[src/rtl/dap_seq_engine.sv]
// SWD/JTAG/SWJ bit-sequence engine: a command FIFO feeds an LSB-first shifter that
// launches bits on sclk_pulse, samples on sclk_delay_pulse and returns a response.
module dap_seq_engine #(
  parameter int DATA_W     = 64,
  parameter int FIFO_DEPTH = 4
) (
  input  logic              sclk,
  input  logic              resetn,
  input  logic              sclk_out,
  input  logic              sclk_pulse,
  input  logic              sclk_delay_pulse,
  input  logic              cmd_valid,
  output logic              cmd_ready,
  input  logic [15:0]       cmd,
  input  logic [DATA_W-1:0] cmd_data,
  output logic              rsp_valid,
  input  logic              rsp_ready,
  output logic [15:0]       rsp_flag,
  output logic [DATA_W-1:0] rsp_data,
  output logic              swclk_o,
  output logic              swdio_t,
  output logic              swdio_o,
  input  logic              swdio_i,
  input  logic              tdo_i,
  output logic              tdi_o,
  output logic              busy
);

  localparam int PTR_W = (FIFO_DEPTH > 1) ? $clog2(FIFO_DEPTH) : 1;
  localparam int CNT_W = $clog2(DATA_W + 1);
  localparam int IDX_W = (DATA_W > 1) ? $clog2(DATA_W) : 1;

  typedef enum logic [1:0] {IDLE, LOAD, SHIFT, DONE} state_t;
  state_t state, state_nxt;

  logic [15:0]       fifo_cmd  [FIFO_DEPTH];
  logic [DATA_W-1:0] fifo_data [FIFO_DEPTH];
  logic [PTR_W-1:0]  wr_ptr, rd_ptr;
  logic [PTR_W:0]    fifo_cnt;
  logic              push, pop, fifo_empty;

  logic [15:0]       head_cmd;
  logic [3:0]        head_op;
  logic              head_ok;
  logic [CNT_W-1:0]  head_bits;

  logic [15:0]       cur_cmd;
  logic [3:0]        op;
  logic              op_ok, cap_en, drive_swdio, rx_pin;
  logic [DATA_W-1:0] shift_reg;
  logic [CNT_W-1:0]  tx_cnt, rx_cnt;
  logic [IDX_W-1:0]  rx_idx;
  logic              clk_en;

  assign fifo_empty = (fifo_cnt == '0);
  assign cmd_ready  = (fifo_cnt != (PTR_W+1)'(FIFO_DEPTH));
  assign push       = cmd_valid && cmd_ready;
  assign pop        = (state == IDLE) && !fifo_empty && !rsp_valid;
  assign busy       = (state != IDLE) || !fifo_empty;
  assign swclk_o    = clk_en & ~sclk_out;

  always_ff @(posedge sclk) begin
    if (push) begin
      fifo_cmd[wr_ptr]  <= cmd;
      fifo_data[wr_ptr] <= cmd_data;
    end
  end

  always_ff @(posedge sclk or negedge resetn) begin
    if (!resetn) begin
      wr_ptr   <= '0;
      rd_ptr   <= '0;
      fifo_cnt <= '0;
    end else begin
      if (push) wr_ptr <= wr_ptr + PTR_W'(1);
      if (pop)  rd_ptr <= rd_ptr + PTR_W'(1);
      case ({push, pop})
        2'b10:   fifo_cnt <= fifo_cnt + (PTR_W+1)'(1);
        2'b01:   fifo_cnt <= fifo_cnt - (PTR_W+1)'(1);
        default: fifo_cnt <= fifo_cnt;
      endcase
    end
  end

  // Count 0 and anything wider than the shifter both mean a full DATA_W transfer.
  always_comb begin
    head_cmd = fifo_cmd[rd_ptr];
    head_op  = head_cmd[15:12];
    head_ok  = (head_op == 4'd1) || (head_op == 4'd2) || (head_op == 4'd3);
    if (head_cmd[7:0] == 8'd0 || 32'(head_cmd[7:0]) > DATA_W)
      head_bits = CNT_W'(DATA_W);
    else
      head_bits = CNT_W'(head_cmd[7:0]);
  end

  always_comb begin
    op          = cur_cmd[15:12];
    op_ok       = (op == 4'd1) || (op == 4'd2) || (op == 4'd3);
    cap_en      = ((op == 4'd2) && cur_cmd[8]) || ((op == 4'd3) && cur_cmd[9]);
    drive_swdio = (op == 4'd1) || ((op == 4'd2) && !cur_cmd[8]);
    rx_pin      = (op == 4'd3) ? tdo_i : swdio_i;
  end

  always_ff @(posedge sclk or negedge resetn) begin
    if (!resetn) state <= IDLE;
    else         state <= state_nxt;
  end

  always_comb begin
    state_nxt = state;
    case (state)
      IDLE:    if (pop) state_nxt = LOAD;
      LOAD:    state_nxt = SHIFT;
      SHIFT:   if (tx_cnt == '0 && rx_cnt == '0 && !clk_en) state_nxt = DONE;
      DONE:    state_nxt = IDLE;
      default: state_nxt = IDLE;
    endcase
  end

  // A sample is only taken once its bit has launched (rx_cnt ahead of tx_cnt), and
  // it is evaluated on the pre-launch counters so a coincident strobe samples first.
  always_ff @(posedge sclk or negedge resetn) begin
    if (!resetn) begin
      cur_cmd   <= '0;
      shift_reg <= '0;
      tx_cnt    <= '0;
      rx_cnt    <= '0;
      rx_idx    <= '0;
      clk_en    <= 1'b0;
      swdio_t   <= 1'b1;
      swdio_o   <= 1'b0;
      tdi_o     <= 1'b1;
      rsp_valid <= 1'b0;
      rsp_flag  <= '0;
      rsp_data  <= '0;
    end else begin
      if (rsp_valid && rsp_ready) rsp_valid <= 1'b0;
      case (state)
        IDLE: begin
          if (pop) begin
            cur_cmd   <= head_cmd;
            shift_reg <= fifo_data[rd_ptr];
            rx_idx    <= '0;
            rsp_data  <= '0;
            clk_en    <= 1'b0;
            tx_cnt    <= head_ok ? head_bits : '0;
            rx_cnt    <= head_ok ? head_bits : '0;
          end
        end
        LOAD: begin
          case (op)
            4'd1: swdio_t <= 1'b0;
            4'd2: swdio_t <= cur_cmd[8];
            4'd3: begin
              swdio_t <= 1'b0;
              swdio_o <= cur_cmd[10];
            end
            default: swdio_t <= swdio_t;
          endcase
        end
        SHIFT: begin
          if (sclk_delay_pulse && rx_cnt > tx_cnt) begin
            if (cap_en) rsp_data[rx_idx] <= rx_pin;
            rx_idx <= rx_idx + IDX_W'(1);
            rx_cnt <= rx_cnt - CNT_W'(1);
          end
          if (sclk_pulse) begin
            if (tx_cnt != '0) begin
              clk_en    <= 1'b1;
              tx_cnt    <= tx_cnt - CNT_W'(1);
              shift_reg <= shift_reg >> 1;
              if (op == 4'd3)       tdi_o   <= shift_reg[0];
              else if (drive_swdio) swdio_o <= shift_reg[0];
            end else begin
              clk_en <= 1'b0;
            end
          end
        end
        DONE: begin
          rsp_valid <= 1'b1;
          rsp_flag  <= op_ok ? cur_cmd : {cur_cmd[15:12], 1'b1, cur_cmd[10:0]};
        end
        default: ;
      endcase
    end
  end

endmodule
[config.mk]
export PLATFORM = sky130hd
export DESIGN_NAME = dap_seq_engine
export DESIGN_NICKNAME = d
export VERILOG_FILES = /design/src/rtl/dap_seq_engine.sv
export SDC_FILE = /design/constraint.sdc
export NUM_CORES = 1
export LEC_CHECK = 0
export CAP_MARGIN = 10
export CORE_MARGIN = 2
export CORE_UTILIZATION = 62
export CTS_CLUSTER_SIZE = 20
export DETAILED_ROUTE_END_ITERATION = 8
export GPL_TIMING_DRIVEN = 0
export HOLD_SLACK_MARGIN = 0.08
export PLACE_DENSITY_LB_ADDON = 0.1
export SLEW_MARGIN = 25
export SYNTH_ARGS = -nofsm -noshare
export SYNTH_HDL_FRONTEND = slang
export SYNTH_SLANG_ARGS = --single-unit
[constraint.sdc]
create_clock -name sclk -period 6.23 [get_ports sclk]
set_clock_uncertainty 0.2 [all_clocks]
set_input_delay 1.869 -clock sclk [delete_from_list [all_inputs] [get_ports sclk]]
set_output_delay 1.869 -clock sclk [all_outputs]
set_load 0.1 [all_outputs]
==> results.md <==
- Met2 Wirelength: 22700 µm
- Power per cell area: 512 nW/µm²
- Pint: 8.16 mW
- Commonest non-fill, non-tap cells in the layout: edfxtp_1 (320), dfrtp_1 (192), nand2_1 (183)
- CTS Sinks: 514
- Synth unique cells: 71
- Remaining Overflow, GRT: 0
- Die Y-Extent: 189 µm
- Crit end category: primary output
- Least-Margin Pin Slew: approximately 1000 ps
- Clk slew on worst S/H paths: 60 ps
- DR iter-0 viols: 1098
- Post-Route WL: 46300 µm
- Synthesized area: 21200 µm²
- Hold_buf cts: 0
- DR top layer: met5
- Post-synth ARST share: between 30% and 40%
- YS warnings: 0
- Period utilisation layout: 89.2%
- Post-route minimum period: 5560 ps
- Total negative setup slack: 0 ps
- Wire per inst: 21.4 µm
- Synth top area share: 45.3%
- Vias: ~13000
- Flops & latches, synth: around 510
- Max VDD drop: 0.000372 V
- Slew headroom: 33.3%
- Hold WC Path Type: reg2reg
- Maximum clock rate: 0.180 GHz
- Die Wd: 189 µm
- Register with the most flip-flops: fifo_data
- Top FF cell, synth: edfxtp_1
- Die ar.: 35700 µm²
- TritonCTS clock tree: done
- First-pass GRT wire length: 74100 µm
- Finish-stage setup viols: 0
- Run status: finished, final reports clean
- Skew-Pair Late Insertion Delay: 590 ps
- Worst Path Required: approximately 4200 ps
- Port buffer count: 175
- Final hold viol count: 0
- Area leader, netlist: edfxtp_1
- Met1 WL: ~19000 µm
- DR pass1 iterations: 8
- Clock power share: 24.0%
- Avg Inst Size Synth: 14.8 µm²
- Setup bufs post-CTS: 0
- Vias per cell: 6.00
- Synth-to-layout area growth: 20.0%
- Share of cells above drive strength 1: 13.8%
- I/O Pins: 176
- H-tree depth: 2
- Placeable Area: 33600 µm²
- Mapped Cells: 1438
- Area contributors post-synth: edfxtp_1 (45%), dfrtp_1 (23%), mux4_2 (8.4%)
- Sequential cell fraction of total power: about 38%
- Fin. max-slew vios: 0
- Worst Path Max Fanout: 1
- Pwr Total: 13.0 mW
- CTS buffer count: 50
- DRC viols: 0
- WL met3: about 3000 µm
- Startpoint types: input port
- Logic pwr share: 38.2%
- Post_cts resized: 0
- Placed cell count: just over 2000
- EDFF count, synth: 320
- Routability cong.: 0.866
- Initial antenna violation count: 8
- Clock root buffer: clkbuf_16
- Critical Path AT: 3490 ps
- Vias in the first global route: 13495
- Syn_nets: roughly 1600
- Rows: between 60 and 70
- Leakage power: 9.67 nW
- Largest net degree at the start of global routing: 93
- Sw frac: 37.4%
- GRT Total Usage: about 27%
- Sequential fraction of the synthesis area: between 60% and 70%
- Largest register FFs: 256
- DP HPWL: 30000 µm
- Clock Path Buffers: 3
- # nets final: 1784
- Fin cells: 2166
- Reported net switching power: roughly 5 mW
- Antenna Nets Post-Route: 0
- Max-cap violations: 0
- Most common cell after layout, fill and taps aside: edfxtp_1
- Initial Util: 63.1%
- Critical path class: in2out
- RSZ-0062 raised after global routing: no
-- synthesized netlist by cell type, types with 10 or more instances --
master	number
edfxtp_1	320
mux4_2	79
clkbuf_1	42
dfrtp_1	192
o21a_1	32
nor2_1	36
nand2_1	183
nand3_1	19
inv_1	25
a21oi_1	81
mux2i_1	65
mux2_2	16
ha_1	22
buf_1	10
buf_2	21
o21ai_0	164
-- power by group through the flow --
stage | registers, mW | logic (mW) | clock network (mW)
2_1_floorplan | 5.61 | 2.95 | 0
3_3_place_gp | 4.99 | 4.79 | 0
3_5_place_dp | 4.97 | 4.98 | 0
4_1_cts | 4.92 | 5.00 | 3.19
5_1_grt | 5.00 | 5.43 | 3.32
6_report | 4.92 | 4.98 | 3.13
-- critical path, cell delays in order --
cell,delay [ps]
clkdlybuf4s50_1,410
nor2_1,80
clkdlybuf4s50_1,1130
-- kinds of logic after synthesis --
| group | after synthesis | share of synthesized area (%) |
|---|---|---|
| DFF | 514 | 68.2 |
| muxes | 163 | 12.6 |
| adders and majority gates | 23 | 1.39 |
| AOI/OAI and AO/OA | 333 | 9.19 |
| buffers and inverters | 102 | 2.00 |
| and+or+nand+nor | 295 | 6.30 |
| xor gates and xnor gates | 8 | 0.366 |
-- metrics by stage --
stage          hold slack [ps]  area (µm²)  setup slack [ps]  utilization [%]
3_5_place_dp               271       23700               673             70.6
2_1_floorplan              240       21200              1040                -
4_1_cts                    286       25400               665             75.7
6_report                   279       25400               673             75.7
3_3_place_gp               261       23500             -5220             70.0
5_1_grt                    304       25400               656             75.7
-- area by class of cell --
type | instances | area (µm²)
multi-input cells | 822 | 6340
repair buffers | 182 | 1930
diodes | 6 | 15.0
flip-flops and latches | 514 | 14500
plain buffers | 76 | 327
well taps | 448 | 561
clock inverters | 25 | 333
fillers | 2077 | 8170
clock buffers | 67 | 1380
inverters | 26 | 97.6
-- layer usage --
| metal | vias to the layer above | track usage (%) |
|---|---|---|
| met1 | 6486 | 36.3 |
| li1 | 5925 | - |
| met3 | 97 | 5.32 |
| met2 | 481 | 43.9 |
| met4 | 4 | 10.8 |
| met5 | - | 0 |
-- worst paths after layout --
| check | start | end | slack (ps) | cells after the start |
|---|---|---|---|---|
| min in group asynchronous | resetn | rsp_flag[10]$_DFFE_PN0P_ | 1000 | 1 |
| max | sclk_out | swclk_o | 670 | 3 |
| min | shift_reg[15]$_DFFE_PN0P_ | shift_reg[15]$_DFFE_PN0P_ | 280 | 2 |
| max reg2reg | state[1]$_DFFE_PN0P_ | fifo_cnt[2]$_DFFE_PN0P_ | 2630 | 13 |
| max in group asynchronous | resetn | rsp_data[24]$_DFFE_PN0P_ | 3980 | 2 |
| min reg2reg | shift_reg[15]$_DFFE_PN0P_ | shift_reg[15]$_DFFE_PN0P_ | 280 | 2 |
Power figures use the tool's default switching activity.
==> RTL change 1: new RTL, same flow settings <==
Put one more register stage on the output `rsp_flag`, with the module's reset. The value now appears one clock later. The other outputs are not delayed to match.
--- a/src/rtl/dap_seq_engine.sv
+++ b/src/rtl/dap_seq_engine.sv
@@ -33,2 +33,4 @@
   typedef enum logic [1:0] {IDLE, LOAD, SHIFT, DONE} state_t;
+
+  logic [15:0] rsp_flag_s0;
   state_t state, state_nxt;
@@ -133,3 +135,3 @@
       rsp_valid <= 1'b0;
-      rsp_flag  <= '0;
+      rsp_flag_s0 <= '0;
       rsp_data  <= '0;
@@ -180,3 +182,3 @@
           rsp_valid <= 1'b1;
-          rsp_flag  <= op_ok ? cur_cmd : {cur_cmd[15:12], 1'b1, cur_cmd[10:0]};
+          rsp_flag_s0 <= op_ok ? cur_cmd : {cur_cmd[15:12], 1'b1, cur_cmd[10:0]};
         end
@@ -187,2 +189,10 @@
 
+  always_ff @(posedge sclk or negedge resetn) begin
+    if (!resetn) begin
+      rsp_flag <= '0;
+    end else begin
+      rsp_flag <= rsp_flag_s0;
+    end
+  end
+
 endmodule
Function: same outputs for any inputs over 4 cycles, from zero or initial values and one cycle with resetn low; that may be too few to reach the edited logic, so the function may still have changed.
==> RTL change 1 against the original RTL <==
Routed wire length rose by 0.64%; power fell by 1.5%; sequential cell count is 16 higher; setup slack worse by 0.025 ns; combinational power shrank 7.2%; final area rose by 0.60%; highest routed layer unchanged; area after synthesis up 0.42%; fmax decreased by 0.44%.
==> RTL change 1: results (changes against the original RTL) <==
| Metric | Value |
|---|---|
| Cells after synthesis | 1486 (was 1438) |
| Post-synthesis sequential area ratio | 69.79% (was 68.20%) |
| Gpl congestion | 0.8747 (was 0.8661) |
| Slew HR | 25.09% (was 33.31%) |
| WL per Instance | 21.01 um (was 21.36 um) |
| Reg with most FFs | fifo_data (unchanged) |
| Via density | 5.953 (was 5.999) |
| Post-CTS Setup Bufs | 0 (unchanged) |
| Post-synth top cells | edfxtp_1 (320), nand2_1 (223), dfrtp_1 (208) (was edfxtp_1 (320), dfrtp_1 (192), nand2_1 (183)) |
| Ranking of synthesized cells by area | edfxtp_1 (45%), dfrtp_1 (24%), mux4_2 (8.5%) (was edfxtp_1 (45%), dfrtp_1 (23%), mux4_2 (8.4%)) |
| Placed Cells | 2117 (was 2068) |
| Yosys cell types | 70 (was 71) |
| GRT Total Usage | 26.93% (was 26.94%) |
| Total wire length | 46560 um (was 46270 um) |
| Max Buffers Root-to-Sink | 3 (unchanged) |
| Worst min-delay path category | reg -> reg (unchanged) |
| Hpwl dp | 29630 um (was 29990 um) |
| ANT nets after route | 0 (unchanged) |
| Layout cells sized above 1 | 12.98% (was 13.84%) |
| Critical path arrival | 3.51 ns (was 3.49 ns) |
| Pre-CTS setup slack | 0.6367 ns (was 0.6733 ns) |
| Post-CTS resize count | 0 (unchanged) |
| Clk root buf | clkbuf_16 (unchanged) |
| First-pass GRT wire length | 73780 um (was 74140 um) |
| Static leakage | 9.499 nW (was 9.671 nW) |
| Mapped Nets | 1598 (was 1550) |
| EDFF count, synth | 320 (unchanged) |
| Filler Cell Count | 2100 (was 2077) |
| Clock transition at the registers of the reported paths | 0.06 ns (about the same) |
| Largest net degree at the start of global routing | 82 (was 93) |
| Final routed DRC violation total | 0 (unchanged) |
| Internal | 8.180 mW (was 8.164 mW) |
| CTS HTree Levels | 2 (unchanged) |
| Vias in the first global route | 13420 (was 13500) |
| Ys async rst share | 39.62% (was 37.74%) |
| Status | complete, no violations (unchanged) |
| Max FFs per register | 256 (unchanged) |
| Worst VDD drop | 0.4007 mV (was 0.3716 mV) |
| Main synth FF type | edfxtp_1 (unchanged) |
| CTS buffer count | 52 (was 50) |
| Nets | 1835 (was 1784) |
| Max Fanout on Critical Path | 1 (unchanged) |
| Clock Latency Late Sink | roughly 0.60 ns |
| First DRT Iteration DRCs | 1128 (was 1098) |
| PortBufs | 175 (unchanged) |
| First drt pass iteration count | 6 (was 8) |
| Initial antenna violation count | 5 (was 8) |
| Synth Warn # | 0 (unchanged) |
## RTL change 1: changes by cell type after synthesis, sizes merged, moves of 16 or more
cell and change:
o21ai -50, a21oi -27, a31oi +66, o21a -31
nor2 +65, dfrtp +16, mux2i -55, nand2 +41
## RTL change 1: area by class of cell
class                      instances  share of cell area, %
sequential                       530                  58.07
multi-input combinational        838                  23.38
timing repair buffer             183                  7.643
clock buffer                      67                  5.459
tap                              448                  2.189
buffer                            89                  1.422
clock inverter                    28                  1.373
inverter                          29                 0.4252
antenna                            4                0.03909
## RTL change 1: worst paths after layout
kind                                              from  slack [ns]                        end  depth (start not counted)
min in group asynchronous                       resetn        1.07      wr_ptr[1]$_DFFE_PN0P_                          1
max in group asynchronous                       resetn        3.98  shift_reg[40]$_DFFE_PN0P_                          2
min                        rsp_flag_s0[12]$_DFFE_PN0P_        0.17     rsp_flag[12]$_DFF_PN0_                          0
min reg2reg                rsp_flag_s0[12]$_DFFE_PN0P_        0.17     rsp_flag[12]$_DFF_PN0_                          0
max                                           sclk_out        0.65                    swclk_o                          3
max reg2reg                       state[0]$_DFFE_PN0P_        2.62  shift_reg[40]$_DFFE_PN0P_                          9
## RTL change 1: per-layer routing
metal	share of wire, %	GRT usage, %	vias to the layer above
met5	0.049	0	-
met4	3.3	10.94	4
met3	6.3	4.745	100
met2	50	44.79	463
met1	40	35.82	6590
li1	-	-	6035
## RTL change 1: cells by family (layout without fill, tap and decap cells)
| family | count (synthesis) | in the layout | synth area share, % |
|---|---|---|---|
| buf+inv | 118 | 396 | 2.220 |
| simple gates | 403 | 403 | 8.306 |
| compound gates | 297 | 297 | 8.094 |
| flops | 530 | 530 | 69.79 |
| xor+xnor | 9 | 9 | 0.3700 |
| fa+ha+maj | 23 | 23 | 1.386 |
| mux | 106 | 106 | 9.833 |
| other cells | 0 | 4 | 0 |
## RTL change 1: worst max-delay path, cell delays in order
cell             delay [ns]
clkdlybuf4s50_1        0.41
nor2_1                 0.09
clkdlybuf4s50_1        1.13
## RTL change 1: power by group through the flow
stage | clock, mW | sequential (mW) | combinational (mW)
after detailed placement | 0 | 5.07 | 4.60
final | 3.20 | 5.02 | 4.62
after global routing | 3.38 | 5.10 | 5.04
after global placement | 0 | 5.10 | 4.39
after CTS | 3.25 | 5.02 | 4.64
after floorplan | 0 | 5.43 | 2.90
## RTL change 1: stage by stage
stage,instance area [um2],hold WS [ns]
2_1_floorplan,21300,0.1501
5_1_grt,25600,0.1899
3_5_place_dp,23840,0.1616
6_report,25600,0.1679
4_1_cts,25590,0.1753
3_3_place_gp,23610,0.1588
==> RTL change 2: new RTL, same flow settings <==
Without the edit above. Set the parameter `DATA_W` to 32 (it was 64).
--- a/src/rtl/dap_seq_engine.sv
+++ b/src/rtl/dap_seq_engine.sv
@@ -3,3 +3,3 @@
 module dap_seq_engine #(
-  parameter int DATA_W     = 64,
+  parameter int DATA_W     = 32,
   parameter int FIFO_DEPTH = 4
Interface: changed (resized cmd_data and rsp_data); port bits go from 176 to 112. No check against the original RTL was run, so the function may have changed too.
==> RTL change 2 against the original RTL <==
Power is 36% lower; largest cell class unchanged; routed wire length shrank 41%; combinational power fell by 33%; synthesized cell count decreased by 36%; sequential power down 37%; final cell count shrank 37%; largest power group unchanged; setup slack improved by 0.0096 ns; area after synthesis down 38%; critical endpoint unchanged; count of clock-buffer cells in the layout is 21 lower; sequential share of layout area fell by 0.30 points; sequential cell count shrank 195; final area fell by 38%.
==> RTL change 2: results (changes against the original RTL) <==
| Metric | Value |
|---|---|
| Critical path arrival | 3.48 ns (was 3.49 ns) |
| Initial antenna violation count | 0 (was 8) |
| Setup ws final | 0.6829 ns (was 0.6733 ns) |
| Hpwl dp | 18060 um (was 29990 um) |
| Clock-cell share | 6.358% (was 6.711%) |
| Area delta synth->final | 19.61% (was 19.98%) |
| Non-clock buffer share | 9.110% (was 8.884%) |
| Mapped Nets | 998 (was 1550) |
| CTS buffer count | 31 (was 50) |
| Placed Cells | 1307 (was 2068) |
| Largest net degree at the start of global routing | 70 (was 93) |
| First-pass GRT wire length | 44060 um (was 74140 um) |
| R2r setup slk | 2.93 ns (was 2.63 ns) |
| Hold_ws | 0.3021 ns (was 0.2786 ns) |
| EDFF count, synth | 192 (was 320) |
| Status | complete, no violations (unchanged) |
| Layout cells sized above 1 | 14.31% (was 13.84%) |
| Dpl cell area | 14820 um2 (was 23730 um2) |
| Multi-input gates | 520 (was 822) |
| Nets | 1147 (was 1784) |
| CTS HTree Levels | 1 (was 2) |
| Clock Buffer Count | 46 (was 67) |
| Internal | 5.120 mW (was 8.164 mW) |
| Ranking of synthesized cells by area | edfxtp_1 (44%), dfrtp_1 (24%), mux4_2 (8.2%) (was edfxtp_1 (45%), dfrtp_1 (23%), mux4_2 (8.4%)) |
| Vias post-DR | 8138 (was 12990) |
| # diodes | 0 (was 6) |
| Total wire length | 27230 um (was 46270 um) |
| Ys async rst share | 39.81% (was 37.74%) |
| Vias in the first global route | 8411 (was 13500) |
| Post-synth top cells | edfxtp_1 (192), dfrtp_1 (125), nand2_1 (111) (was edfxtp_1 (320), dfrtp_1 (192), nand2_1 (183)) |
| Static leakage | 5.919 nW (was 9.671 nW) |
| Post-synthesis sequential area ratio | 67.63% (was 68.20%) |
| PortBufs | 111 (was 175) |
| Area occupied by registers | 8946 um2 (was 14470 um2) |
## RTL change 2: cell types whose count changed after synthesis, sizes merged, moves of 32 or more
cell	change
o21ai	-121
mux2i	-61
a31oi	+34
a21oi	-51
mux4	-32
nand2	-72
dfrtp	-67
edfxtp	-128
## RTL change 2: logic make-up (layout without fill, tap and decap cells)
kind of cell,count (synthesis),after routing,synth area share [%]
muxes,86,86,11.37
and+or+nand+nor,230,230,7.671
DFF,319,319,67.63
buffers and inverters,77,251,2.299
adders and majority gates,25,25,2.422
xor gates and xnor gates,9,9,0.5959
AOI/OAI and AO/OA,170,170,8.012
## RTL change 2: power by group through the flow
| stage | clock network [mW] | logic [mW] | registers, mW |
|---|---|---|---|
| after global routing | 1.95 | 3.64 | 3.16 |
| after detailed placement | 0 | 3.31 | 3.14 |
| after CTS | 1.88 | 3.35 | 3.11 |
| final | 1.85 | 3.33 | 3.11 |
| after global placement | 0 | 3.20 | 3.15 |
| after floorplan | 0 | 1.94 | 3.57 |
## RTL change 2: final timing paths
| check | from | end | cells after the start |
|---|---|---|---|
| worst max-delay path | sclk_out | swclk_o | 3 |
| worst min-delay path | rsp_data[26]$_DFFE_PN0P_ | rsp_data[26]$_DFFE_PN0P_ | 1 |
| worst max register to register | state[0]$_DFFE_PN0P_ | fifo_cnt[2]$_DFFE_PN0P_ | 10 |
| worst min register to register | rsp_data[26]$_DFFE_PN0P_ | rsp_data[26]$_DFFE_PN0P_ | 1 |
| max in group asynchronous | resetn | shift_reg[15]$_DFFE_PN0P_ | 2 |
| min in group asynchronous | resetn | fifo_cnt[0]$_DFFE_PN0P_ | 1 |
## RTL change 2: layer usage
layer	track usage [%]	vias up	routed length (um)
met4	7.453	0	733
li1	-	3724	-
met1	34.53	4081	11400
met3	4.116	62	1642
met2	42.24	271	13450
met5	0	-	0
